**src/rtl/fila_palavras.sv**
```systemverilog
`default_nettype none
// ============================================================================
//  Module   : fila_palavras
//  Brief    : Circular word queue downstream of the deserializer. Accepts one
//             word per enqueue handshake (ack pulse), withholds ack when full,
//             and pops the oldest word on request into a registered output.
//  Revision : 1.0 - initial release
// ============================================================================
module fila_palavras #(
   parameter int DEPTH = 8,
   parameter int WIDTH = 8
) (
   input  logic                     clock_100KHz,
   input  logic                     reset,
   input  logic [WIDTH-1:0]         data_in,
   input  logic                     enqueue_in,
   output logic                     ack_out,
   input  logic                     dequeue_in,
   output logic [WIDTH-1:0]         data_out,
   output logic                     data_valid,
   output logic [$clog2(DEPTH):0]   len_out,
   output logic                     full_out,
   output logic                     empty_out
);

   localparam int AW = $clog2(DEPTH);
   localparam int LW = AW + 1;

   typedef enum logic [0:0] {
      IDLE = 1'b0,
      ACK  = 1'b1
   } state_t;

   state_t            state;
   state_t            state_next;
   logic              ack_next;
   logic              enq_ok;
   logic              deq_ok;
   logic [AW-1:0]     wr_ptr;
   logic [AW-1:0]     rd_ptr;
   logic [LW-1:0]     len_next;
   logic [WIDTH-1:0]  mem [DEPTH];

   // Enqueue FSM decode: accept only in IDLE and only when not already full;
   // the ACK state ignores enqueue_in so a lingering data_ready cannot write twice.
   always_comb begin
      state_next = state;
      ack_next   = 1'b0;
      enq_ok     = 1'b0;
      case (state)
         IDLE: begin
            if (enqueue_in && !full_out) begin
               enq_ok     = 1'b1;
               ack_next   = 1'b1;
               state_next = ACK;
            end
         end
         ACK: begin
            state_next = IDLE;
         end
         default: begin
            state_next = IDLE;
         end
      endcase
   end

   // Pops are refused on the pre-edge empty flag: no bypass from a same-cycle write.
   assign deq_ok = dequeue_in && !empty_out;

   // Occupancy update; simultaneous accepted push and pop leave it unchanged.
   always_comb begin
      len_next = len_out;
      case ({enq_ok, deq_ok})
         2'b10:   len_next = len_out + LW'(1);
         2'b01:   len_next = len_out - LW'(1);
         default: len_next = len_out;
      endcase
   end

   // Control state, pointers, flags and output registers.
   always_ff @(posedge clock_100KHz or negedge reset) begin
      if (!reset) begin
         state      <= IDLE;
         ack_out    <= 1'b0;
         wr_ptr     <= '0;
         rd_ptr     <= '0;
         len_out    <= '0;
         full_out   <= 1'b0;
         empty_out  <= 1'b1;
         data_out   <= '0;
         data_valid <= 1'b0;
      end else begin
         state      <= state_next;
         ack_out    <= ack_next;
         len_out    <= len_next;
         full_out   <= (len_next == LW'(DEPTH));
         empty_out  <= (len_next == '0);
         data_valid <= deq_ok;
         if (enq_ok) begin
            wr_ptr <= wr_ptr + AW'(1);
         end
         if (deq_ok) begin
            rd_ptr   <= rd_ptr + AW'(1);
            data_out <= mem[rd_ptr];
         end
      end
   end

   // Storage array; contents are don't-care after reset, so it carries no reset.
   always_ff @(posedge clock_100KHz) begin
      if (enq_ok) begin
         mem[wr_ptr] <= data_in;
      end
   end

endmodule
`default_nettype wire

```
**config.mk**
```make
export PLATFORM = sky130hd
export DESIGN_NAME = fila_palavras
export DESIGN_NICKNAME = d
export VERILOG_FILES = /design/src/rtl/fila_palavras.sv
export SDC_FILE = /design/constraint.sdc
export NUM_CORES = 1
export LEC_CHECK = 0
export ABC_CLOCK_PERIOD_IN_PS = 2650
export CAP_MARGIN = 20
export CORE_MARGIN = 8
export CORE_UTILIZATION = 57
export CTS_CLUSTER_SIZE = 28
export DETAILED_ROUTE_END_ITERATION = 12
export PLACE_DENSITY = 0.89
export SYNTH_ARGS = -nofsm -noshare
export SYNTH_HDL_FRONTEND = slang
export SYNTH_SLANG_ARGS = --single-unit
```
**constraint.sdc**
```tcl
create_clock -name clock_100KHz -period 2.65 [get_ports clock_100KHz]
set_input_delay 0.795 -clock clock_100KHz [delete_from_list [all_inputs] [get_ports clock_100KHz]]
set_output_delay 0.795 -clock clock_100KHz [all_outputs]
set_load 0.02 [all_outputs]
```
==> results of run 1 <==
==> layer usage <==
layer  GRT usage, %  part of all wire [%]
met4           9.25                   3.1
met2           26.3                    51
met1           18.9                    41
met5              0                     0
met3           4.64                   4.4
==> cell type report <==
type | instances | share of cell area [%]
clock buffer | 9 | 2.96
clock inverter | 7 | 1.88
inverter | 6 | 0.838
multi-input combinational | 96 | 22.9
sequential | 86 | 59.1
tap | 75 | 2.24
timing repair buffer | 46 | 10.0
==> cell usage after synthesis, types with 2 or more instances <==
cell type / instances
inv_1: 5
o21ai_0: 9
dfrtp_1: 21
nand2_1: 18
ha_1: 4
a21oi_1: 2
buf_2: 2
xnor2_1: 6
nor3_1: 7
edfxtp_1: 64
nor2_1: 6
clkbuf_1: 5
mux4_2: 16
mux2i_1: 8
nand2b_1: 3
nor3b_2: 2
==> worst paths after layout <==
kind                            depth (start not counted)  slack, ns           to   startpoint
max in group asynchronous                               2       1.57    empty_out        reset
min in group asynchronous                               2       0.79      ack_out        reset
worst max register to register                         11       0.41     full_out     full_out
worst min-delay path                                    2       0.48  data_out[3]  data_out[3]
worst max-delay path                                   10       0.21    empty_out   dequeue_in
worst min register to register                          2       0.48  data_out[3]  data_out[3]
==> placed cells by master, fill, tap and decap left out, types with 2 or more instances in the layout <==
master           count
inv_6                2
edfxtp_1            64
nand2_1             18
dfrtp_1             21
ha_1                 2
mux2i_1              8
o21ai_0              8
nand2b_1             3
nor2_1               6
clkbuf_8             9
inv_1                5
buf_4               18
clkdlybuf4s50_1     26
nor3_1               5
xnor2_1              6
ha_2                 2
mux4_2              16
==> registers in the layout (all words and copies together), names as in the netlist <==
register / count
data_valid: 1
rd_ptr: 3
data_out: 8
wr_ptr: 3
full_out: 1
ack_out: 1
mem: 64
len_out: 4
empty_out: 1
==> tightest hold or removal path, cell delays in order, from the launching register on <==
cell and delay, ns:
dfrtp_1 0.34, nand2_1 0.04, o21ai_0 0.06
==> per-stage QoR <==
step	std cells	util, %	total power, µW
after floorplan	198	-	2890
after global placement	308	66.4	3330
after detailed placement	308	66.4	3390
after CTS	325	70.4	4370
after global routing	325	71.1	4660
final	325	71.1	4430
==> power by group <==
group / internal (µW) / switching [µW]
sequential: 1710 / 251
clock: 447 / 490
combinational: 795 / 743
total: 2950 / 1480
==> logic make-up after synthesis <==
family          count (synthesis)  synth area share, %
flops                          86                 71.5
buf+inv                        16                 2.50
simple gates                   44                 6.58
fa+ha+maj                       4                 1.45
compound gates                 16                 3.11
xor+xnor                        7                 1.77
mux                            25                 13.1
==> what timing repair did <==
item / CTS / global route
endpoints found under the setup margin: 3 / 3
endpoints found under the hold margin: 0 / 0
gates resized for setup: 6 / 9
setup buffers: 1 / 0
pin swaps: 3 / 6
==> summary.md, run 1 <==
| Metric | Value |
|---|---|
| Status | `finished, final reports clean` |
| Final WL | `6640 µm` |
| CP max FO | `3` |
| Max cap viols | `0` |
| Final instance area | `0.00418 mm²` |
| Slowest CP cell | `clkdlybuf4s50_1` |
| Delay-heaviest family, CP | `buffers and inverters` |
| Vias per Instance | `around 5.8` |
| Fmax | `410 MHz` |
| Seq/Total Area, Yosys | `71.5%` |
| Ports | `28` |
| Clock Path Buffers | `2` |
| Top-area cell type share of the netlist area | `55.6%` |
| Largest net degree at the start of global routing | `24` |
| First DRT Iteration DRCs | `73` |
| Cell Chain, Critical Path | `clkdlybuf4s50_1 -> nand2b_1 -> inv_1 -> ha_2 -> and2b_2 -> a32oi_2 -> a311o_1 -> o311ai_2 -> buf_4 -> nor3_2` |
| Fillers | `355` |
| Setup Skew | `between 0.009 and 0.01 ns` |
| Area Growth Syn to Fin | `20.9%` |
| PD cells | `1060 mW/mm²` |
| Mapped cell area | `0.00346 mm²` |
| DP HPWL | `about 4000 µm` |
| GR Overflow Total | `0` |
| Ys Warns | `0` |
| WL per Instance | `20.4 µm` |
| CTS sink cnt | `86` |
| Port Buffer Count | `27` |
| Startpoint types | `input pin` |
| Worst Path Arrival | `2.72 ns` |
| Core area | `between 0.005 and 0.006 mm²` |
| Share of post-route cells with drive strength above 1 | `26.8%` |
| Gate Count Post-Synth | `198` |
| Post-DP Area | `0.00391 mm²` |
| # H-tree levels | `3` |
| Final hold slack | `0.482 ns` |
| Worst Path Buf+Inv | `3` |
| Leading area contributor after synthesis | `edfxtp_1` |
| Average cell area after synthesis | `between 15 and 20 µm²` |
| Chip height | `93.9 µm` |
| Initial core utilization | `between 50 and 60%` |
| Static Leak | `around 0.0015 µW` |
| Mapped Nets | `~210` |
| CP peak stage delay | `between 0.4 and 0.5 ns` |
| Drt first pass iters | `4` |
| Netlist cell types | `36` |
| Post-synth ARST share | `25.6%` |
| CTS tree | `built` |
| Setup-failing EPs final | `0` |
| Period minus WS final | `roughly 2.4 ns` |
| RSZ-0062 raised after global routing | `no` |
| First-pass GRT wire length | `slightly above 10000 µm` |
| All-Layer GR Usage | `16.2%` |
| Gpl congestion | `0.806` |
| Layout net count | `261` |
| Vias in the first global route | `1970` |
| CTS clock-pin slew for the worst setup and hold paths | `0.08 ns` |
| Max-slew violations | `0` |
| Post-synth top flop | `edfxtp_1` |
| Pre-CTS WS | `-0.445 ns` |
| CTS Buf Count | `9` |
| Total number of vias | `~1.9k` |
| Number of synthesized register bits | `86` |
| Final period util | `slightly above 90%` |
| Critical path class | `in2reg` |
| Rel. slew slack | `50.0%` |
| Final hold vios | `0` |
| Die ar. | `between 0.008 and 0.009 mm²` |
| CP Capture Type | `flop` |
| Multi-input gate area | `958 µm²` |
| Clock network latency to the later pin of the worst-skew pair | `0.36 ns` |
| FP Rows | `28` |
| Peak supply drop | `665 µV` |
| Die X | `93.9 µm` |
| DRC | `0` |
| Initial antenna violation count | `0` |
| Setup tns final | `0 ns` |
| Clk root buf | `clkbuf_8` |
| Req. time, crit path | `2.93 ns` |
| PnR worst setup slack | `0.210 ns` |
| HP Class | `reg2reg` |
| Tightest Pin Transition | `0.749 ns` |
| Post-route ant nets | `0` |
| Post-synth EDFFs | `64` |
| Area contributors post-synth | `edfxtp_1 (56%), dfrtp_1 (15%), mux4_2 (10%)` |
| Register Area | `0.00247 mm²` |
| Hold-fix buffers, CTS | `0` |
| ANT cells | `0` |
Power figures use the tool's default switching activity.
==> run 2, diff against run 1 <==
- ABC_CLOCK_PERIOD_IN_PS: 2650 -> default
==> results of run 2 <==
Same layout as run 1: the final DEF is identical, and so are final timing and power.
==> run 3, diff against run 2 <==
--- a/config.mk
+++ b/config.mk
@@ -7,2 +7,3 @@
 export LEC_CHECK = 0
+export ABC_CLOCK_PERIOD_IN_PS = 2650
 export CAP_MARGIN = 20
==> constraint.sdc (replaced) <==
create_clock -name clock_100KHz -period 2.65 [get_ports clock_100KHz]
set_input_delay 0.53 -clock clock_100KHz [delete_from_list [all_inputs] [get_ports clock_100KHz]]
set_output_delay 0.53 -clock clock_100KHz [all_outputs]
set_load 0.02 [all_outputs]
==> run 3 against run 2 <==
  * Routed wire length decreased by 0.56%
  * Sequential power about the same
  * Sequential cell count unchanged
  * Worst hold slack improved by 0.0043 ns
  * Cell area decreased by 1.0%
==> summary.md, run 3 (synthesis gave the netlist of run 1 again) <==
| Metric | Value |
|---|---|
| Clk root buf | `clkbuf_8` |
| CP max FO | `3 (unchanged)` |
| Vias per Instance | `5.73 (-1.4%)` |
| Max-slew violations | `0 (unchanged)` |
| Peak supply drop | `648 µV (-2.5%)` |
| Initial antenna violation count | `0 (unchanged)` |
| DRC | `0 (unchanged)` |
| CTS sink cnt | `86 (unchanged)` |
| Combinational share of power | `33.0% (-1.7 points)` |
| CP peak stage delay | `0.45 ns (+0.04 ns)` |
| Reg-to-reg startpoint | `full_out` |
| Top sig layer | `met4` |
| Startpoint types | `input pin` |
| Int Power | `2990 µW (+1.5%)` |
| Rel. slew slack | `46.9% (-3.2 points)` |
| Setup tns final | `0 ns (unchanged)` |
| Clock network latency to the later pin of the worst-skew pair | `0.36 ns (about the same)` |
| Setup Skew | `0.0141 ns (+0.00458 ns)` |
| HP Class | `reg2reg` |
| Worst Path Arrival | `2.76 ns (+0.04 ns)` |
| NetSw | `1440 µW (-2.6%)` |
| Flop pwr share | `44.2% (about the same)` |
| Final instance area | `0.00414 mm² (-1.0%)` |
| DP HPWL | `4180 µm (+5.6%)` |
| All-Layer GR Usage | `16.3% (+0.092 points)` |
| Chip height | `93.9 µm (unchanged)` |
| Sw Ratio | `32.6% (-0.91 points)` |
| Clock Path Buffers | `2 (unchanged)` |
| Largest regs | `mem x64, data_out x8, len_out x4` |
| GR Overflow Total | `0 (unchanged)` |
| Vias in the first global route | `1951 (-0.96%)` |
| Die ar. | `0.00882 mm² (unchanged)` |
| Crit path from | `enqueue_in` |
| Most common cell after layout, fill and taps aside | `edfxtp_1` |
| WL per Instance | `20.4 µm (about the same)` |
| First-pass GRT wire length | `10400 µm (unchanged)` |
| Status | `finished, final reports clean` |
| ANT cells | `0 (unchanged)` |
| Req. time, crit path | `2.88 ns (-0.05 ns)` |
| Total number of vias | `1851 (-2.0%)` |
| Met2 wire length | `3430 µm (+1.0%)` |
| Drt first pass iters | `4 (unchanged)` |
| Clock power frac | `22.8% (+1.7 points)` |
| First DRT Iteration DRCs | `153 (+110%)` |
| Share of post-route cells with drive strength above 1 | `24.2% (-2.6 points)` |
| Most frequent cells in the layout | `edfxtp_1 (64), clkdlybuf4s50_1 (27), dfrtp_1 (21)` |
| Post-DP Area | `0.00390 mm² (-0.19%)` |
| Tightest Pin Transition | `0.797 ns (+0.0475 ns)` |
| Die X | `93.9 µm (unchanged)` |
| CP Capture Type | `flop` |
| Most flop-heavy register | `mem` |
| Max cap viols | `0 (unchanged)` |
| FP Rows | `28 (unchanged)` |
| Fmax | `395 MHz (-3.6%)` |
| Critical path class | `in2reg` |
| Routed met3 length | `357 µm (+21%)` |
| Final WL | `6600 µm (-0.56%)` |
| Largest net degree at the start of global routing | `24 (unchanged)` |
| CTS tree | `built` |
| Period minus WS final | `2.53 ns (+0.0902 ns)` |
| CTS clock-pin slew for the worst setup and hold paths | `0.08 ns (about the same)` |
| Most used cell, CP | `nor3b_2` |
| Setup-failing EPs final | `0 (unchanged)` |
| Final period util | `95.5% (+3.4 points)` |
| Post-route ant nets | `0 (unchanged)` |
| Cell Chain, Critical Path | `clkdlybuf4s50_1 -> or3b_1 -> buf_4 -> clkinv_8 -> nor2_1 -> xnor2_1 -> ha_1 -> a21oi_2 -> nor3_2 -> nor3b_2 -> xor2_2 -> nor3b_2` |
| Final hold vios | `0 (unchanged)` |
| # H-tree levels | `3 (unchanged)` |
| Area Growth Syn to Fin | `19.7%` |
| M1 WL | `2690 µm (-2.2%)` |
| CTS Buf Count | `9 (unchanged)` |
| Core area | `0.00589 mm² (unchanged)` |
| Ports | `28 (unchanged)` |
| Gpl congestion | `0.812 (+0.64%)` |
| PD cells | `1070 mW/mm² (+1.1%)` |
| Static Leak | `0.00150 µW (-1.5%)` |
| Slowest CP cell | `clkdlybuf4s50_1` |
| Initial core utilization | `58.8% (unchanged)` |
| Hold_sp | `data_out[2]` |
| Port Buffer Count | `27 (unchanged)` |
| Layout net count | `259 (-0.77%)` |
| Number of flip-flops in the largest register | `64 (unchanged)` |
-- run 3: final timing paths --
kind | endpoint | slack (ns) | cells past startpoint
worst min register to register | data_out[2] | 0.49 | 2
worst max-delay path | full_out | 0.12 | 12
worst max register to register | full_out | 0.33 | 11
max in group asynchronous | wr_ptr[1] | 1.45 | 2
min in group asynchronous | len_out[1] | 0.59 | 1
worst min-delay path | data_out[2] | 0.49 | 2
-- run 3: critical path: cells and delay by family --
| kind | cells | cell delay [ns] |
|---|---|---|
| AOI/OAI and AO/OA | 1 | 0.15 |
| xor gates and xnor gates | 2 | 0.38 |
| adders and majority gates | 1 | 0.21 |
| buffers and inverters | 3 | 0.68 |
| and+or+nand+nor | 5 | 0.81 |
-- run 3: what timing repair did --
item,CTS,global route
gates resized for setup,0,4
buffers inserted,0,0
setup endpoints to repair,0,2
hold buffers,0,0
-- run 3: area by class of cell --
cell class                 count  area, µm²
clock buffer                  10        128
fill                         355       1750
timing repair buffer          44        398
inverter                       6       35.0
tap                           75       93.8
clock inverter                 6       92.6
multi-input combinational     96        920
sequential                    86       2470
-- run 3: per-stage QoR --
| stage | std cells | utilization, % | hold WS, ns | worst slack (ns) | power, µW |
|---|---|---|---|---|---|
| after floorplan | 198 | - | 0.234 | 0.199 | 2890 |
| after global placement | 307 | 66.2 | 0.461 | -0.0995 | 3320 |
| after detailed placement | 307 | 66.2 | 0.473 | -0.195 | 3400 |
| after CTS | 323 | 70.0 | 0.492 | 0.0970 | 4420 |
| after global routing | 323 | 70.3 | 0.510 | -0.00753 | 4640 |
| final | 323 | 70.3 | 0.486 | 0.119 | 4430 |
-- run 3: power groups by stage --
stage / Clock, µW / Combinational, µW / Sequential (µW)
floorplan: 0 / 900 / 1990
global placement: 0 / 1370 / 1960
detailed placement: 0 / 1420 / 1980
CTS: 1020 / 1450 / 1950
global route: 1070 / 1580 / 1990
finish: 1010 / 1460 / 1960
-- run 3: metal layers --
| layer | GRT usage (%) | vias up |
|---|---|---|
| met5 | 0 | - |
| met4 | 10.8 | 0 |
| met3 | 3.12 | 13 |
| met2 | 26.0 | 63 |
| met1 | 19.8 | 929 |
| li1 | - | 846 |
